File: config.mk
export PLATFORM = sky130hd
export DESIGN_NAME = calc_seq_core
export DESIGN_NICKNAME = d
export VERILOG_FILES = /design/src/rtl/calc_pkg.sv /design/src/rtl/calc_alu.sv /design/src/rtl/calc_seq_core.sv
export SDC_FILE = /design/constraint.sdc
export NUM_CORES = 1
export LEC_CHECK = 0
export CORE_MARGIN = 10
export CORE_UTILIZATION = 40
export DETAILED_ROUTE_END_ITERATION = 7
export GPL_TIMING_DRIVEN = 0
export PLACE_DENSITY = 0.66
export RECOVER_POWER = 50
export SLEW_MARGIN = 40
export SYNTH_ARGS = -nofsm -noshare
export SYNTH_HDL_FRONTEND = slang
export SYNTH_HIERARCHICAL = 1
export SYNTH_SLANG_ARGS = --single-unit
export TNS_END_PERCENT = 30
File: constraint.sdc
create_clock -name clk -period 1.9 [get_ports clk]
set_input_delay 0.38 -clock clk [delete_from_list [all_inputs] [get_ports clk]]
set_output_delay 0.38 -clock clk [all_outputs]
set_load 0.02 [all_outputs]
File: src/rtl/calc_pkg.sv
// calc_pkg: shared definitions for the self-sequencing calculator core.
//   OPW          : op code width
//   OP_ADD..     : ALU op codes
//   state_t      : sequencer state encoding, also exported on the core's fsm_state port
package calc_pkg;

    localparam int OPW = 3;

    localparam logic [OPW-1:0] OP_ADD   = 3'b000;
    localparam logic [OPW-1:0] OP_SUB   = 3'b001;
    localparam logic [OPW-1:0] OP_AND   = 3'b010;
    localparam logic [OPW-1:0] OP_XOR   = 3'b011;
    localparam logic [OPW-1:0] OP_OR    = 3'b100;
    localparam logic [OPW-1:0] OP_SHL   = 3'b101;
    localparam logic [OPW-1:0] OP_SHR   = 3'b110;
    localparam logic [OPW-1:0] OP_PASSB = 3'b111;

    typedef enum logic [1:0] {
        ST_IDLE   = 2'd0,
        ST_LOAD_B = 2'd1,
        ST_EXEC   = 2'd2,
        ST_DONE   = 2'd3
    } state_t;

endpackage

File: src/rtl/calc_alu.sv
// calc_alu: combinational 8-op ALU, unsigned, modulo 2^WIDTH.
//   a, b  : operands (WIDTH)
//   op    : op code (OPW)
//   y     : result (WIDTH)
//   carry : add carry-out, sub borrow, shift-out bit for shl/shr, else 0
module calc_alu
    import calc_pkg::*;
#(
    parameter int WIDTH = 3
) (
    input  logic [WIDTH-1:0] a,
    input  logic [WIDTH-1:0] b,
    input  logic [OPW-1:0]   op,
    output logic [WIDTH-1:0] y,
    output logic             carry
);

    logic [WIDTH:0] wide;

    always_comb begin
        wide  = '0;
        y     = '0;
        carry = 1'b0;
        case (op)
            OP_ADD: begin
                wide  = {1'b0, a} + {1'b0, b};
                y     = wide[WIDTH-1:0];
                carry = wide[WIDTH];
            end
            OP_SUB: begin
                // The extra top bit goes high exactly when a < b (borrow).
                wide  = {1'b0, a} - {1'b0, b};
                y     = wide[WIDTH-1:0];
                carry = wide[WIDTH];
            end
            OP_AND: y = a & b;
            OP_XOR: y = a ^ b;
            OP_OR:  y = a | b;
            OP_SHL: begin
                y     = {a[WIDTH-2:0], 1'b0};
                carry = a[WIDTH-1];
            end
            OP_SHR: begin
                y     = {1'b0, a[WIDTH-1:1]};
                carry = a[0];
            end
            OP_PASSB: y = b;
            default: y = '0;
        endcase
    end

endmodule

File: src/rtl/calc_seq_core.sv
// calc_seq_core: self-sequencing calculator. One start pulse loads A/B into a
// small register file, runs one ALU op and posts result + flags with a done pulse.
//   clk, rst  : clock, synchronous active-high reset
//   start     : request, accepted only while idle (not queued while busy)
//   acc_mode  : at accept, take operand A from the previous result R2
//   op        : ALU op code, sampled at accept
//   in1, in2  : operands A and B, sampled at accept
//   busy      : high from the accept edge until the sequencer is idle again
//   done      : one-cycle pulse, out/zero/carry freshly valid
//   out       : registered result, held until the next done
//   zero      : out == 0
//   carry     : ALU carry/borrow/shift-out flag
//   fsm_state : current sequencer state, for observation
// Handshake: a request is taken on a rising edge where start=1 and busy=0; the
// result follows with done exactly two edges later, no backpressure.
module calc_seq_core
    import calc_pkg::*;
#(
    parameter int WIDTH  = 3,
    parameter int ACC_EN = 1
) (
    input  logic             clk,
    input  logic             rst,
    input  logic             start,
    input  logic             acc_mode,
    input  logic [OPW-1:0]   op,
    input  logic [WIDTH-1:0] in1,
    input  logic [WIDTH-1:0] in2,
    output logic             busy,
    output logic             done,
    output logic [WIDTH-1:0] out,
    output logic             zero,
    output logic             carry,
    output state_t           fsm_state
);

    localparam bit USE_ACC = (ACC_EN != 0);

    state_t           state;
    state_t           state_nxt;
    logic [WIDTH-1:0] r0;
    logic [WIDTH-1:0] r1;
    logic [WIDTH-1:0] r2;
    logic [WIDTH-1:0] b_q;
    logic [OPW-1:0]   op_q;
    logic [WIDTH-1:0] alu_y;
    logic             alu_carry;

    calc_alu #(.WIDTH(WIDTH)) u_alu (
        .a     (r0),
        .b     (r1),
        .op    (op_q),
        .y     (alu_y),
        .carry (alu_carry)
    );

    // State register
    always_ff @(posedge clk) begin
        if (rst) begin
            state <= ST_IDLE;
        end else begin
            state <= state_nxt;
        end
    end

    // Next-state logic: fixed four-step sequence, only IDLE waits
    always_comb begin
        state_nxt = state;
        case (state)
            ST_IDLE:   if (start) state_nxt = ST_LOAD_B;
            ST_LOAD_B: state_nxt = ST_EXEC;
            ST_EXEC:   state_nxt = ST_DONE;
            ST_DONE:   state_nxt = ST_IDLE;
            default:   state_nxt = ST_IDLE;
        endcase
    end

    // State-decoded outputs
    always_comb begin
        busy      = (state != ST_IDLE);
        fsm_state = state;
    end

    // Datapath and result registers. B goes through b_q so the input bus is
    // free immediately after accept; R1 is written one step later.
    always_ff @(posedge clk) begin
        if (rst) begin
            r0    <= '0;
            r1    <= '0;
            r2    <= '0;
            b_q   <= '0;
            op_q  <= '0;
            out   <= '0;
            zero  <= 1'b0;
            carry <= 1'b0;
            done  <= 1'b0;
        end else begin
            case (state)
                ST_IDLE: begin
                    if (start) begin
                        op_q <= op;
                        r0   <= (USE_ACC && acc_mode) ? r2 : in1;
                        b_q  <= in2;
                    end
                end
                ST_LOAD_B: r1 <= b_q;
                ST_EXEC: begin
                    r2    <= alu_y;
                    out   <= alu_y;
                    zero  <= (alu_y == '0);
                    carry <= alu_carry;
                    done  <= 1'b1;
                end
                ST_DONE: done <= 1'b0;
                default: done <= 1'b0;
            endcase
        end
    end

endmodule

# After elaboration in Yosys (flattened, before gate mapping)
# Index checks and enable logic that the tools add are counted.
[word_totals]
register_bits = 20
latchBits = 0
ramBits = 0
rom_bits = 0
out_inout_bits = 9
n_memories = 0
[classes]
n_addsub = 2
n_mul = 0
n_div = 0
n_lt_le_gt_ge = 0
eq_ne = 11
shifts = 0
mux = 6
bitwise_logic = 3
reduce_logical = 6
[ops]
columns = ["operator", "count"]
rows = [
  ["$pmux W3 S8", 1],
  ["$eq A3 B3 Y1 const B", 4],
  ["$pmux W2 S4", 1],
  ["$eq A3 B2 Y1 const B", 2],
  ["$logic_not A3 Y1", 2],
  ["$add A3 B3 Y4", 1],
  ["$eq A2 B2 Y1 const B", 2],
  ["$pmux W1 S4", 1],
  ["$reduce_bool A2 Y1", 2],
  ["$sub A3 B3 Y4", 1],
  ["$and A3 B3 Y3", 1],
  ["$eq A3 B1 Y1 const B", 1],
  ["$mux W3", 1],
  ["$or A3 B3 Y3", 1],
  ["$xor A3 B3 Y3", 1],
  ["$eq A2 B1 Y1 const B", 1],
  ["$logic_not A2 Y1", 1],
  ["$mux W2", 1],
  ["$ne A2 B2 Y1 const B", 1],
  ["$pmux W1 S2", 1],
  ["$reduce_and A2 Y1", 1],
]

# Logic depth before layout (Yosys ltp)
[depth]
word_depth = 3
ltp_mapped = 10
depth_no_buf = 10

# By module
# Netlist, hierarchy kept.
[by_module_without_submodules]
columns = ["module", "n_inst", "cells_each", "area_each_um2"]
rows = [
  ["calc_seq_core", 1, 85, 797.0],
  ["calc_alu", 1, 60, 457.9],
]

# Worst setup path before layout
# Ideal clock, no wire load.
[synth_timing]
path_kind = "register to register"
from = "register r0[0]"
to = "register zero"
setup_ps = 65
arrival_ps = 1892
setup_slack_ps = -57
path_stages_with_launch = 11
path_buffers = 0
synth_period_minus_slack_ps = 1957
cell_sequence = "dfxtp_1 > inv_1 > ha_1 > fa_1 > nor2b_2 > xnor2_1 > o22ai_1 > o32a_1 > nor3_1 > mux2i_1 > nor2_1"
[synth_between]
elab_chain_len = 3
[synth_rtl]
columns = ["element", "line_no", "source"]
rows = [
  ["start: declaration", "calc_seq_core.sv:41", "logic [WIDTH-1:0] r0;"],
  ["start signal: assignment", "calc_seq_core.sv:102", "r0 <= (USE_ACC && acc_mode) ? r2 : in1;"],
  ["$sub A3 B3 Y4 or $add A3 B3 Y4 (tied branches)", "calc_alu.sv:32, calc_alu.sv:26", ""],
  ["$pmux W3 S8 *", "calc_alu.sv:24", "case (op)"],
  ["via alu_y[2]", "calc_seq_core.sv:46", "logic [WIDTH-1:0] alu_y;"],
  ["$logic_not A3 Y1 *", "calc_seq_core.sv:110", "zero <= (alu_y == '0);"],
  ["end signal: assignment", "calc_seq_core.sv:110", ""],
  ["end: declaration", "calc_seq_core.sv:32", "output logic zero,"],
]
# Mark *: on every way through the listed nets, which the timed path passes. The rest lies on a longest branch.
# A chain may end at the register's enable or synchronous reset.

# Final worst setup path
# Same ends and word-level chain as after synthesis.

==> results.json <==
{
  "syn_area_um2": 1250,
  "synth_common_cells": "dfxtp_1, nor2_1, nand2_1, ha_1, mux2i_1",
  "period_share_pct": 109,
  "clock-sinks": 20,
  "placed_area_um2": 1510,
  "place_hpwl_um": 2340,
  "ir_worst_vdd_mv": 0.920,
  "syn_area_per_cell_um2": 8.65,
  "diodes": 0,
  "firstDrtPassIters": 4,
  "grt_pass1_vias": 1118,
  "start_util_pct": 41.4,
  "dieHeight_um": 76.0,
  "ctsHoldBuffers": 0,
  "worstMarginPinSlew_ns": 0.507,
  "fmax_mhz": 484,
  "p_leak_nw": 0.637,
  "vias": 1065,
  "internal-power_mw": 1.21,
  "failed_checks": "setup timing",
  "ios": 22,
  "pwr-share-comb_pct": 51.3,
  "dieArea_um2": 5780,
  "drt_wl_total_um": 2950,
  "finalSetupViolations": 3,
  "r2r_start": "r0[0]",
  "worstSetupPathType": "flop to flop",
  "critPathCaptureType": "flop",
  "max_stage_delay_ns": 0.40,
  "yosysSeqAreaShare_pct": 31.9,
  "cts_max_level": 1,
  "async_flop_share_pct": 0,
  "drive_gt1_share_pct": 16.0,
  "p_sw_share_pct": 39.4,
  "fin_skew_ns": 0.00310,
  "fillerInstances": 282,
  "antenna_found_initial": 0,
  "vias_per_cell": 5.00,
  "die_w_um": 76.0,
  "worst-path-max-fanout": 4,
  "cp_slowest_cell": "dfxtp_4",
  "syn_to_final_growth_pct": 28.1,
  "synth_cell_types": 33,
  "synth-main-ff-cell": "dfxtp_1",
  "synth_top_area_share_pct": 31.9,
  "synth.largest_area_cell": "dfxtp_1",
  "crit_arrival_ns": 2.31,
  "min_from": "b_q[2]",
  "drc": 0,
  "cts_buffer_depth": 2,
  "synth-seq-cells": 20,
  "critPathLaunch": "r0[0]",
  "yosys_warnings": 6,
  "start_kind": "flop",
  "cp.required_ns": 2.15,
  "grt_max_degree": 13,
  "synth_area_leaders": "dfxtp_1, ha_1, mux2i_1, nor2_1, nand2_1",
  "power_mw": 1.99,
  "io_buffer_count": 20,
  "clock-root-buffer": "clkbuf_4",
  "clock_latency_ns": 0.30,
  "slew_viol_final": 0,
  "hold_viol": 0,
  "fin_crit_ns": 2.07,
  "seq_power_share_pct": 31.2,
  "finalInstanceArea_um2": 1610,
  "overflow": 0,
  "synth_most_common_cell": "dfxtp_1",
  "syn-num-nets": 173,
  "rsz0062_at_grt": "true",
  "synth_edf_count": 0,
  "final_nets": 198,
  "hp-class": "flop to flop",
  "cts_made_buffers": 3,
  "gp_congestion": 0.875,
  "cts_tree": "done",
  "clock_power_share_pct": 17.5,
  "power_switching_uw": 784,
  "worst-r2r-setup-slack_ns": -0.17,
  "slew_headroom_pct": 66.2,
  "rows": 20,
  "max_cap_viol_count": 0,
  "syn-instance-count": 145,
  "fin_ws_ns": -0.168,
  "grt_usage_pct": 10.2,
  "powerDensity_nw_per_um2": 1240,
  "ant_nets": 0,
  "drtIter0Drc": 79,
  "core_area_um2": 3030,
  "grt_pass1_wl_um": 5040,
  "routedWlPerCell_um": 13.8,
  "final.setup.tns_ns": -0.362,
  "path_clk_slew_ns": 0.12,
  "outcome": "complete, but fails checks",
  "postCtsSetupRepairBufs": 0,
  "cp_cell_sequence": "inv_4 -> ha_4 -> fa_2 -> nor2b_4 -> xnor2_2 -> o22ai_1 -> o32a_1 -> nor3_2 -> mux2i_1 -> nor2_1"
}
==> critical path, delay by kind of cell (launching register included) <==
kind	cells	cell delay, ns
buffers and inverters	1	0.05
xor gates and xnor gates	1	0.14
and+or+nand+nor	3	0.38
adders and majority gates	2	0.47
DFF	1	0.40
AOI/OAI and AO/OA	2	0.49
muxes	1	0.09
==> power by group through the flow <==
stage	clock [mW]	sequential, mW	combinational, mW
after floorplan	0	0.647	0.657
after detailed placement	0	0.619	0.994
after CTS	0.353	0.614	0.990
final	0.348	0.620	1.02
after global routing	0.377	0.639	1.13
after global placement	0	0.610	0.963
==> timing repair <==
item                       CTS  global route
pin swaps                    0             5
resized for setup            5            10
setup endpoints to repair    4             4
gates cloned                 0             0
==> path summary, 6_finish.rpt <==
| kind | endpoint | depth (start not counted) |
|---|---|---|
| min reg2reg | b_q[2] | 2 |
| max reg2reg | zero | 10 |
| min | b_q[2] | 2 |
| max | zero | 10 |
==> kinds of logic (layout without fill, tap and decap cells) <==
| kind of cell | after synthesis | count (layout) | synth area share [%] |
|---|---|---|---|
| compound gates | 28 | 28 | 15.5 |
| flops | 20 | 20 | 31.9 |
| simple gates | 47 | 47 | 16.5 |
| mux | 14 | 14 | 11.6 |
| xor+xnor | 2 | 2 | 1.40 |
| buf+inv | 19 | 43 | 7.08 |
| fa+ha+maj | 15 | 15 | 16.2 |
==> state kept, by name (all words and copies together) (netlist names) <==
signal,count
fsm_state,2
op_q,3
done,1
b_q,3
r2,3
r0,3
carry,1
r1,3
zero,1
==> through the flow <==
stage	util, %	cells	setup slack [ns]	hold slack (ns)
floorplan	-	145	0.00541	0.433
global placement	50.0	209	-0.168	0.446
detailed placement	50.0	209	-0.228	0.451
CTS	51.8	213	-0.140	0.459
global route	53.1	213	-0.277	0.485
finish	53.1	213	-0.168	0.467
==> cell type report <==
type	count	area [um^2]	area share, %
buffer	7	43.8	2.72
clock buffer	3	22.5	1.40
clock inverter	1	30.0	1.87
inverter	12	47.5	2.96
multi-input combinational	106	798	49.6
sequential	20	410	25.5
tap	44	55.1	3.42
timing repair buffer	20	200	12.5
==> layout by cell type (no fill, tap or decap), drive strengths merged, types with 2 or more instances in the layout <==
cell type / count
a211oi: 5
a21oi: 9
buf: 5
clkbuf: 5
clkdlybuf4s50: 19
dfxtp: 20
fa: 2
ha: 13
inv: 12
mux2i: 13
nand2: 15
nor2: 19
nor3: 7
o21ai: 5
o22ai: 2
or3: 2
xnor2: 2
==> metal layers <==
layer  up-vias  track usage, %  wire length (um)
met4         0            2.27                 7
met1       506            11.6              1300
met5         -               0                 0
met3         2            2.48               121
li1        544               -                 -
met2        13            18.5              1520
Note: power is estimated with default switching activity, not from simulation.
